File: config.mk
export PLATFORM = sky130hd
export DESIGN_NAME = exe_mul_unit
export DESIGN_NICKNAME = d
export VERILOG_FILES = /design/src/rtl/exe_pkg.sv /design/src/rtl/exe_mul_datapath.sv /design/src/rtl/exe_mul_unit.sv
export SDC_FILE = /design/constraint.sdc
export NUM_CORES = 1
export LEC_CHECK = 0
export ABC_AREA = 1
export BUFFER_PORTS_ARGS = -buffer_cell sky130_fd_sc_hd__buf_2
export CAP_MARGIN = 20
export CORE_MARGIN = 2
export CORE_UTILIZATION = 45
export DETAILED_ROUTE_END_ITERATION = 6
export HOLD_SLACK_MARGIN = 0.02
export PLACE_DENSITY = 0.65
export SYNTH_ARGS = -nofsm -noshare
export SYNTH_HDL_FRONTEND = slang
export SYNTH_SLANG_ARGS = --single-unit
File: constraint.sdc
create_clock -name clk -period 2.15 [get_ports clk]
set_input_delay 0.215 -clock clk [delete_from_list [all_inputs] [get_ports clk]]
set_output_delay 0.215 -clock clk [all_outputs]
set_load 0.05 [all_outputs]
File: src/rtl/exe_pkg.sv
// -----------------------------------------------------------------------------
// exe_pkg
// Shared EXE-stage definitions: ALU control codes (shared with the ALU control
// decoder), the multiplier state enum and the default datapath width.
// -----------------------------------------------------------------------------
package exe_pkg;

    localparam int XLEN_DEF = 32;

    // ALU control codes (5-bit decoded operation)
    localparam logic [4:0] ALU_add    = 5'd0;
    localparam logic [4:0] ALU_sub    = 5'd1;
    localparam logic [4:0] ALU_and    = 5'd2;
    localparam logic [4:0] ALU_or     = 5'd3;
    localparam logic [4:0] ALU_xor    = 5'd4;
    localparam logic [4:0] ALU_sll    = 5'd5;
    localparam logic [4:0] ALU_srl    = 5'd6;
    localparam logic [4:0] ALU_sra    = 5'd7;
    localparam logic [4:0] ALU_slt    = 5'd8;
    localparam logic [4:0] ALU_sltu   = 5'd9;
    localparam logic [4:0] ALU_mul    = 5'd10;
    localparam logic [4:0] ALU_mulh   = 5'd11;
    localparam logic [4:0] ALU_mulhsu = 5'd12;
    localparam logic [4:0] ALU_mulhu  = 5'd13;

    typedef enum logic [1:0] {
        IDLE = 2'd0,
        CALC = 2'd1,
        SIGN = 2'd2,
        DONE = 2'd3
    } mul_state_e;

    function automatic logic is_mul_op(input logic [4:0] ctrl);
        return (ctrl >= ALU_mul) && (ctrl <= ALU_mulhu);
    endfunction

endpackage

File: src/rtl/exe_mul_datapath.sv
// -----------------------------------------------------------------------------
// exe_mul_datapath
// Shift-add multiply datapath: operand registers, 2*XLEN accumulator with a
// carry bit, final two's-complement negation and the result register.
// Sequencing comes entirely from exe_mul_unit.
//   clk, rst     : clock, synchronous active-high reset
//   i_load       : capture operand magnitudes, clear accumulator
//   i_step       : perform one shift-add step
//   i_finish     : load result from (optionally negated) product
//   i_neg        : product must be negated
//   i_sel_hi     : result takes upper half of product (else lower half)
//   i_mcand      : multiplicand magnitude
//   i_mplier     : multiplier magnitude
//   o_result     : registered product slice
// -----------------------------------------------------------------------------
module exe_mul_datapath
    import exe_pkg::*;
#(
    parameter int XLEN = XLEN_DEF
) (
    input  logic            clk,
    input  logic            rst,
    input  logic            i_load,
    input  logic            i_step,
    input  logic            i_finish,
    input  logic            i_neg,
    input  logic            i_sel_hi,
    input  logic [XLEN-1:0] i_mcand,
    input  logic [XLEN-1:0] i_mplier,
    output logic [XLEN-1:0] o_result
);

    function automatic logic [2*XLEN-1:0] neg_wide(input logic [2*XLEN-1:0] v);
        return ~v + {{(2*XLEN-1){1'b0}}, 1'b1};
    endfunction

    logic [XLEN-1:0]   r_mcand;
    logic [XLEN-1:0]   r_mplier;
    logic [2*XLEN-1:0] r_acc;
    logic [XLEN-1:0]   r_result;

    logic [XLEN:0]     w_sum;
    logic [2*XLEN-1:0] w_acc_step;
    logic [2*XLEN-1:0] w_product;

    // Upper half gains the multiplicand when the current multiplier bit is set;
    // the carry out re-enters at the top as {carry, acc} shifts right by one.
    assign w_sum      = {1'b0, r_acc[2*XLEN-1:XLEN]}
                      + {1'b0, (r_mplier[0] ? r_mcand : {XLEN{1'b0}})};
    assign w_acc_step = {w_sum, r_acc[XLEN-1:1]};
    assign w_product  = i_neg ? neg_wide(r_acc) : r_acc;

    always_ff @(posedge clk) begin
        if (rst) begin
            r_mcand  <= '0;
            r_mplier <= '0;
            r_acc    <= '0;
            r_result <= '0;
        end else begin
            if (i_load) begin
                r_mcand  <= i_mcand;
                r_mplier <= i_mplier;
                r_acc    <= '0;
            end else if (i_step) begin
                r_acc    <= w_acc_step;
                r_mplier <= r_mplier >> 1;
            end
            if (i_finish) begin
                r_result <= i_sel_hi ? w_product[2*XLEN-1:XLEN] : w_product[XLEN-1:0];
            end
        end
    end

    assign o_result = r_result;

endmodule

File: src/rtl/exe_mul_unit.sv
// -----------------------------------------------------------------------------
// exe_mul_unit
// Iterative 32-step shift-add multiplier for MUL/MULH/MULHSU/MULHU. Holds the
// pipeline via busy while working, then pulses done for one cycle with the
// registered result.
//   clk       : clock
//   rst       : synchronous active-high reset
//   start     : EXE stage holds a valid instruction
//   ALU_ctrl  : decoded ALU operation
//   rs1_data  : multiplicand
//   rs2_data  : multiplier
//   flush     : kill in-flight operation
//   busy      : stall request (combinational)
//   done      : one-cycle result-valid pulse (registered)
//   result    : registered product slice
// -----------------------------------------------------------------------------
module exe_mul_unit
    import exe_pkg::*;
#(
    parameter int XLEN = XLEN_DEF
) (
    input  logic            clk,
    input  logic            rst,
    input  logic            start,
    input  logic [4:0]      ALU_ctrl,
    input  logic [XLEN-1:0] rs1_data,
    input  logic [XLEN-1:0] rs2_data,
    input  logic            flush,
    output logic            busy,
    output logic            done,
    output logic [XLEN-1:0] result
);

    localparam int CNT_W = $clog2(XLEN);
    localparam logic [CNT_W-1:0] CNT_LAST = CNT_W'(XLEN - 1);

    // Magnitude of a possibly-signed operand; the most negative value maps to
    // 2^(XLEN-1), which still fits as an unsigned XLEN-bit number.
    function automatic logic [XLEN-1:0] magnitude(input logic [XLEN-1:0] v, input logic s);
        return s ? (~v + {{(XLEN-1){1'b0}}, 1'b1}) : v;
    endfunction

    mul_state_e       r_state;
    mul_state_e       w_next;
    logic [CNT_W-1:0] r_cnt;
    logic             r_neg;
    logic             r_sel_hi;
    logic             r_done;

    logic             w_is_mul;
    logic             w_accept;
    logic             w_sign_a;
    logic             w_sign_b;

    assign w_is_mul = is_mul_op(ALU_ctrl);
    assign w_accept = (r_state == IDLE) && start && w_is_mul && !flush;
    assign w_sign_a = ((ALU_ctrl == ALU_mulh) || (ALU_ctrl == ALU_mulhsu)) && rs1_data[XLEN-1];
    assign w_sign_b = (ALU_ctrl == ALU_mulh) && rs2_data[XLEN-1];

    always_comb begin
        w_next = r_state;
        if (flush) begin
            w_next = IDLE;
        end else begin
            case (r_state)
                IDLE: if (w_accept) w_next = CALC;
                CALC: if (r_cnt == CNT_LAST) w_next = SIGN;
                SIGN: w_next = DONE;
                DONE: w_next = IDLE;
                default: w_next = IDLE;
            endcase
        end
    end

    always_ff @(posedge clk) begin
        if (rst) begin
            r_state  <= IDLE;
            r_cnt    <= '0;
            r_neg    <= 1'b0;
            r_sel_hi <= 1'b0;
            r_done   <= 1'b0;
        end else begin
            r_state <= w_next;
            // done is raised on the SIGN->DONE edge; a flush in SIGN suppresses it
            r_done  <= (r_state == SIGN) && !flush;
            if (w_accept) begin
                r_cnt    <= '0;
                r_neg    <= w_sign_a ^ w_sign_b;
                r_sel_hi <= (ALU_ctrl != ALU_mul);
            end else if (r_state == CALC) begin
                r_cnt <= r_cnt + {{(CNT_W-1){1'b0}}, 1'b1};
            end
        end
    end

    exe_mul_datapath #(
        .XLEN(XLEN)
    ) u_datapath (
        .clk      (clk),
        .rst      (rst),
        .i_load   (w_accept),
        .i_step   ((r_state == CALC) && !flush),
        .i_finish ((r_state == SIGN) && !flush),
        .i_neg    (r_neg),
        .i_sel_hi (r_sel_hi),
        .i_mcand  (magnitude(rs1_data, w_sign_a)),
        .i_mplier (magnitude(rs2_data, w_sign_b)),
        .o_result (result)
    );

    assign busy = (r_state == CALC) || (r_state == SIGN) || w_accept;
    assign done = r_done;

endmodule

# Word-level counts from Yosys, hierarchy flattened
# Index checks and enable logic that the tools add are counted.
[classes] bitwise=4 n_addsub=5 n_eq_ne=9 n_lt_le_gt_ge=2 muxes=10 reduce_logical=17
[op_table] cell="$mux 32" count=6
[op_table] cell="$add 32x1->32 const B" count=2
[op_table] cell="$add 64x1->64 const B" count=1
[op_table] cell="$mux 64" count=1
[op_table] cell="$not 32->32" count=2
[op_table] cell="$not 64->64" count=1
[op_table] cell="$add 32x32->33" count=1
[op_table] cell="$eq 5x4->1 const B" count=2
[op_table] cell="$logic_and 1x1->1" count=8
[op_table] cell="$pmux 2 s4" count=1
[op_table] cell="$add 5x1->5 const B" count=1
[op_table] cell="$eq 5x5->1 const B" count=1
[op_table] cell="$ge 5x4->1 const B" count=1
[op_table] cell="$le 5x4->1 const B" count=1
[op_table] cell="$ne 5x4->1 const B" count=1
[op_table] cell="$eq 2x2->1 const B" count=2
[op_table] cell="$mux 2" count=2
[op_table] cell="$ne 2x2->1 const B" count=2
[op_table] cell="$reduce_or 2->1" count=2
[op_table] cell="$logic_or 1x1->1" count=3
[op_table] cell="$eq 2x1->1 const B" count=1
[op_table] cell="$logic_not 2->1" count=1
[op_table] cell="$reduce_and 2->1" count=1
[op_table] cell="$reduce_bool 2->1" count=1
[op_table] cell="2 further kinds" count=2
[word_totals] wordCells=56 ff_bits=170 inputBits=73

# Longest topological paths before layout
[depth] word_depth=6 depth_mapped=18 ltp_nobuf=16

# Hierarchy
# A second synthesis with hierarchy kept.
[unflattened] hier_cells=2254 hier_area_um2=13203.9
[by_module_without_submodules] module="exe_mul_datapath" cells_each=1724 area_each_um2=10573.9 seq_area_each_um2=3203.1 instances=1
[by_module_without_submodules] module="exe_mul_unit" cells_each=530 area_each_um2=2630.0 seq_area_each_um2=200.2 instances=1

# Worst setup path before layout
# Ideal clock, no wire load.
[synth_path] kind="register to register" start="reg u_datapath.r_mplier[0]" end="reg u_datapath.r_acc[49]" stages_incl_launch_ff=19 setup_slack_ps=-95 t_required_ps=2035 setup_time_ps=115 arrival_ps=2129 n_path_buf=2 cell_sequence="dfxtp_1 > clkbuf_1 > clkbuf_1 > nand2_1 > inv_1 > ha_1 > fa_1 > nand3_1 > nand2_1 > nand2_1 > nand2_1 > nand2_1 > nand2_1 > nand2_1 > nand2_1 > nand2_1 > nand2_1 > o21ai_0 > inv_1"
[synth_between] elab_chain_len=2
[synth_lines] element="start, declared" line="exe_mul_datapath.sv:38" source="logic [XLEN-1:0] r_mplier;"
[synth_lines] element="start signal, assigned" line="exe_mul_datapath.sv:62" source="r_mplier <= i_mplier;"
[synth_lines] element="start signal, assigned" line="exe_mul_datapath.sv:66" source="r_mplier <= r_mplier >> 1;"
[synth_lines] element="$mux 32" line="exe_mul_datapath.sv:49" source="+ {1'b0, (r_mplier[0] ? r_mcand : {XLEN{1'b0}})};"
[synth_lines] element="$add 32x32->33" line="exe_mul_datapath.sv:49"
[synth_lines] element="end signal, assigned" line="exe_mul_datapath.sv:65" source="r_acc <= w_acc_step;"
[synth_lines] element="end, declared" line="exe_mul_datapath.sv:39" source="logic [2*XLEN-1:0] r_acc;"
# No other way between the ends.
# A chain may end at the register's enable or synchronous reset.

# Worst setup path in the final report
[layout_path] start="reg u_datapath.r_mplier[0]" end="reg u_datapath.r_acc[55]"
# The elaborated chain is that of the path after synthesis.

==> flow_summary.json <==
{
  "gr-total-overflow": 0,
  "syn_nets": 2388,
  "drive_above_1_share_pct": 16.9,
  "min_period_ps": 2080,
  "synth.largest_area_cell": "dfxtp_1",
  "globalplace.congestion": 0.947,
  "cp_max_fo": 3,
  "dp_hpwl_um": 35500,
  "setup-violations-final": 0,
  "status": "complete, no violations",
  "grt_max_degree": 68,
  "slew_headroom_pct": 60.9,
  "yosysMostFrequentCell": "nand2_1",
  "r2r_end": "u_datapath.r_acc[55]$_SDFFE_PP0P_",
  "synth_common_cells": "669 x nand2_1, 282 x inv_1, 278 x nor2_1",
  "syn_to_final_growth_pct": 21.7,
  "antenna_found_initial": 0,
  "root_buffer": "clkbuf_16",
  "clk_path_buf_depth": 2,
  "p_leak_nw": 8.01,
  "vias": 15100,
  "cts_hold_buf": 0,
  "grt_usage_pct": 29.2,
  "max_stage_delay_ps": 380,
  "vdd_drop_max_uv": 514,
  "syn_avg_cell_area_um2": 5.75,
  "synthDominantCellAreaShare_pct": 26.0,
  "synth_seq_area_share_pct": 26.0,
  "grt_pass1_wl_um": 71500,
  "synth_edf_count": 0,
  "wl_um": 45800,
  "critPathRequiredTime_ps": 2500,
  "crit_top_cell": "nand2_1",
  "clock_latency_ps": 450,
  "ys_ff_latch": 170,
  "timing.rr.start": "u_datapath.r_mplier[0]$_SDFFE_PP0P_",
  "antenna_cells": 0,
  "hold_path_depth": 3,
  "whs_endpoint": "u_datapath.r_mcand[0]$_SDFFE_PP0P_",
  "synth_area_leaders": "dfxtp_1 26%, nand2_1 19%, inv_1 8.1%",
  "final.setup.tns_ps": 0,
  "synth_flop_cell": "dfxtp_1",
  "worstPathArrival_ps": 2420,
  "fp.dieW_um": 175,
  "final.setup_skew_ps": 20.0,
  "syn_inst": 2274,
  "fp-row-count": 62,
  "final_core_util_pct": 55.5,
  "drt_pass1_iterations": 5,
  "maxCapViolCount": 0,
  "grt_pass1_vias": 14000,
  "fp.dieArea_um2": 30500,
  "via_per_inst": 5.36,
  "worstHoldStart": "rs1_data[0]",
  "end_kind": "flip-flop",
  "clock_sinks": 170,
  "finalCritPeriodShare_pct": 96.6,
  "ios": 107,
  "synth_area_um2": 13100,
  "rsz0062_at_grt": "yes",
  "synth_cell_types": 45,
  "crit_chain": "nand2_1, inv_2, ha_4, fa_2, nand3_2, nand2_2, buf_4, nand2_1, nand2_2, nand3_2, nand3_2, nand2_1, nand3_1, nand2_1, inv_1",
  "critPathKind": "flip-flop to flip-flop",
  "drtIter0Drc": 1323,
  "cp-start-kind": "flip-flop",
  "core-area_um2": 28700,
  "pwr_density_cell_nw_per_um2": 459,
  "cts_htree_levels": 4,
  "critPathSlowestCell": "fa_2",
  "die_h_um": 175,
  "ff2ff_path_depth": 15,
  "hold_viol": 0,
  "clkTransAtPathRegs_ps": 80,
  "start_util_pct": 45.6,
  "tritoncts": "built",
  "final-max-slew-violation-count": 0,
  "cts_inserted_buffers": 17,
  "r2r_slack_ps": 70,
  "nNetsFinal": 2528,
  "antenna_left": 0,
  "hp-class": "input port to flip-flop",
  "worstMarginPinSlew_ps": 583,
  "async_flop_share_pct": 0,
  "ys_warn_count": 0,
  "drc": 0,
  "wl_per_cell_um": 16.3,
  "port_buffers": 106,
  "max_freq_ghz": 0.481
}
flip-flops by register name, summed over array words and instances, names as in the netlist:
register and cells:
r_state 2, u_datapath.r_mcand 32, r_sel_hi 1, r_neg 1, r_cnt 5, u_datapath.r_acc 64, done 1, u_datapath.o_result 32
u_datapath.r_mplier 32
metrics by stage:
| step | hold slack [ps] | cells | total power, mW | worst slack (ps) | area (µm²) |
|---|---|---|---|---|---|
| 2_1_floorplan | 374 | 2274 | 3.89 | 8.60 | 13100 |
| 3_3_place_gp | 438 | 2776 | 4.24 | -64.8 | 14500 |
| 6_report | 72.4 | 2811 | 7.31 | 73.1 | 15900 |
| 4_1_cts | 66.9 | 2809 | 7.30 | -44.7 | 15200 |
| 5_1_grt | 84.2 | 2811 | 7.59 | -75.0 | 15900 |
| 3_5_place_dp | 447 | 2776 | 4.24 | -80.6 | 14500 |
power breakdown:
| part | leakage (nW) | switching (mW) | internal (mW) |
|---|---|---|---|
| registers | 1.37 | 0.0503 | 3.20 |
| clock network | 0.276 | 1.54 | 1.55 |
| logic | 6.36 | 0.639 | 0.328 |
timing repair:
action / in CTS / in global routing
gates resized for setup: 18 / 173
setup endpoints to repair: 10 / 31
pin swaps: 2 / 32
gates cloned: 0 / 1
buffers inserted: 1 / 1
layer usage:
layer / up-vias / wire (µm) / GRT usage [%]
met5: - / 0 / 0
met4: 0 / 1870 / 12.7
met3: 84 / 2710 / 3.15
met2: 524 / 20300 / 46.2
met1: 6861 / 20900 / 40.3
li1: 7598 / - / -
layout by cell type, fill, tap and decap left out, types with 9 or more instances in the layout:
cell	n
xor2_1	32
inv_2	9
a31oi_1	12
o21ai_0	121
nor3_1	17
nor2_4	16
nand3_2	10
ha_4	26
nand2_1	635
clkbuf_16	18
a21oi_1	173
ha_1	12
nor2_2	15
o21ai_1	26
nand3_1	200
nor2_1	254
o211ai_1	13
buf_4	84
inv_1	279
buf_2	105
a21oi_2	28
nand4_1	28
dfxtp_1	168
nand2_2	44
layout make-up:
type,instances,area [µm²]
Fill cell,2996,12800
Multi-Input combinational cell,1736,9030
Sequential cell,170,3410
Timing Repair Buffer,198,1330
Inverter,291,1090
Tap cell,384,480
Clock buffer,17,425
Clock inverter,15,151
cell families (layout without fill, tap and decap cells):
family | after synthesis | count (layout) | synth area share, %
flops | 170 | 170 | 26.0
fa+ha+maj | 41 | 41 | 3.98
simple gates | 1251 | 1251 | 39.9
compound gates | 405 | 405 | 16.4
buf+inv | 368 | 521 | 11.0
xor+xnor | 39 | 39 | 2.61
worst max-delay path, delay by kind of cell (launching register included):
kind | cells | cell delay, ps
flip-flops | 1 | 370
buffers and inverters | 3 | 240
adder cells (fa/ha/maj) | 2 | 540
AND/OR/NAND/NOR | 10 | 840
how the worst max path moves through the flow:
| stage | startpoint | endpoint | depth (start not counted) |
|---|---|---|---|
| detailed placement | u_datapath.r_mplier[0]$_SDFFE_PP0P_ | u_datapath.r_acc[59]$_SDFFE_PP0P_ | 13 |
| global placement | u_datapath.r_mplier[0]$_SDFFE_PP0P_ | u_datapath.r_acc[59]$_SDFFE_PP0P_ | 13 |
| floorplan | u_datapath.r_mplier[0]$_SDFFE_PP0P_ | u_datapath.r_acc[49]$_SDFFE_PP0P_ | 18 |
| CTS | u_datapath.r_mplier[0]$_SDFFE_PP0P_ | u_datapath.r_acc[57]$_SDFFE_PP0P_ | 15 |
| finish | u_datapath.r_mplier[0]$_SDFFE_PP0P_ | u_datapath.r_acc[55]$_SDFFE_PP0P_ | 15 |
| global route | u_datapath.r_mplier[0]$_SDFFE_PP0P_ | u_datapath.r_acc[59]$_SDFFE_PP0P_ | 14 |
(Power assumes the default switching activity.)
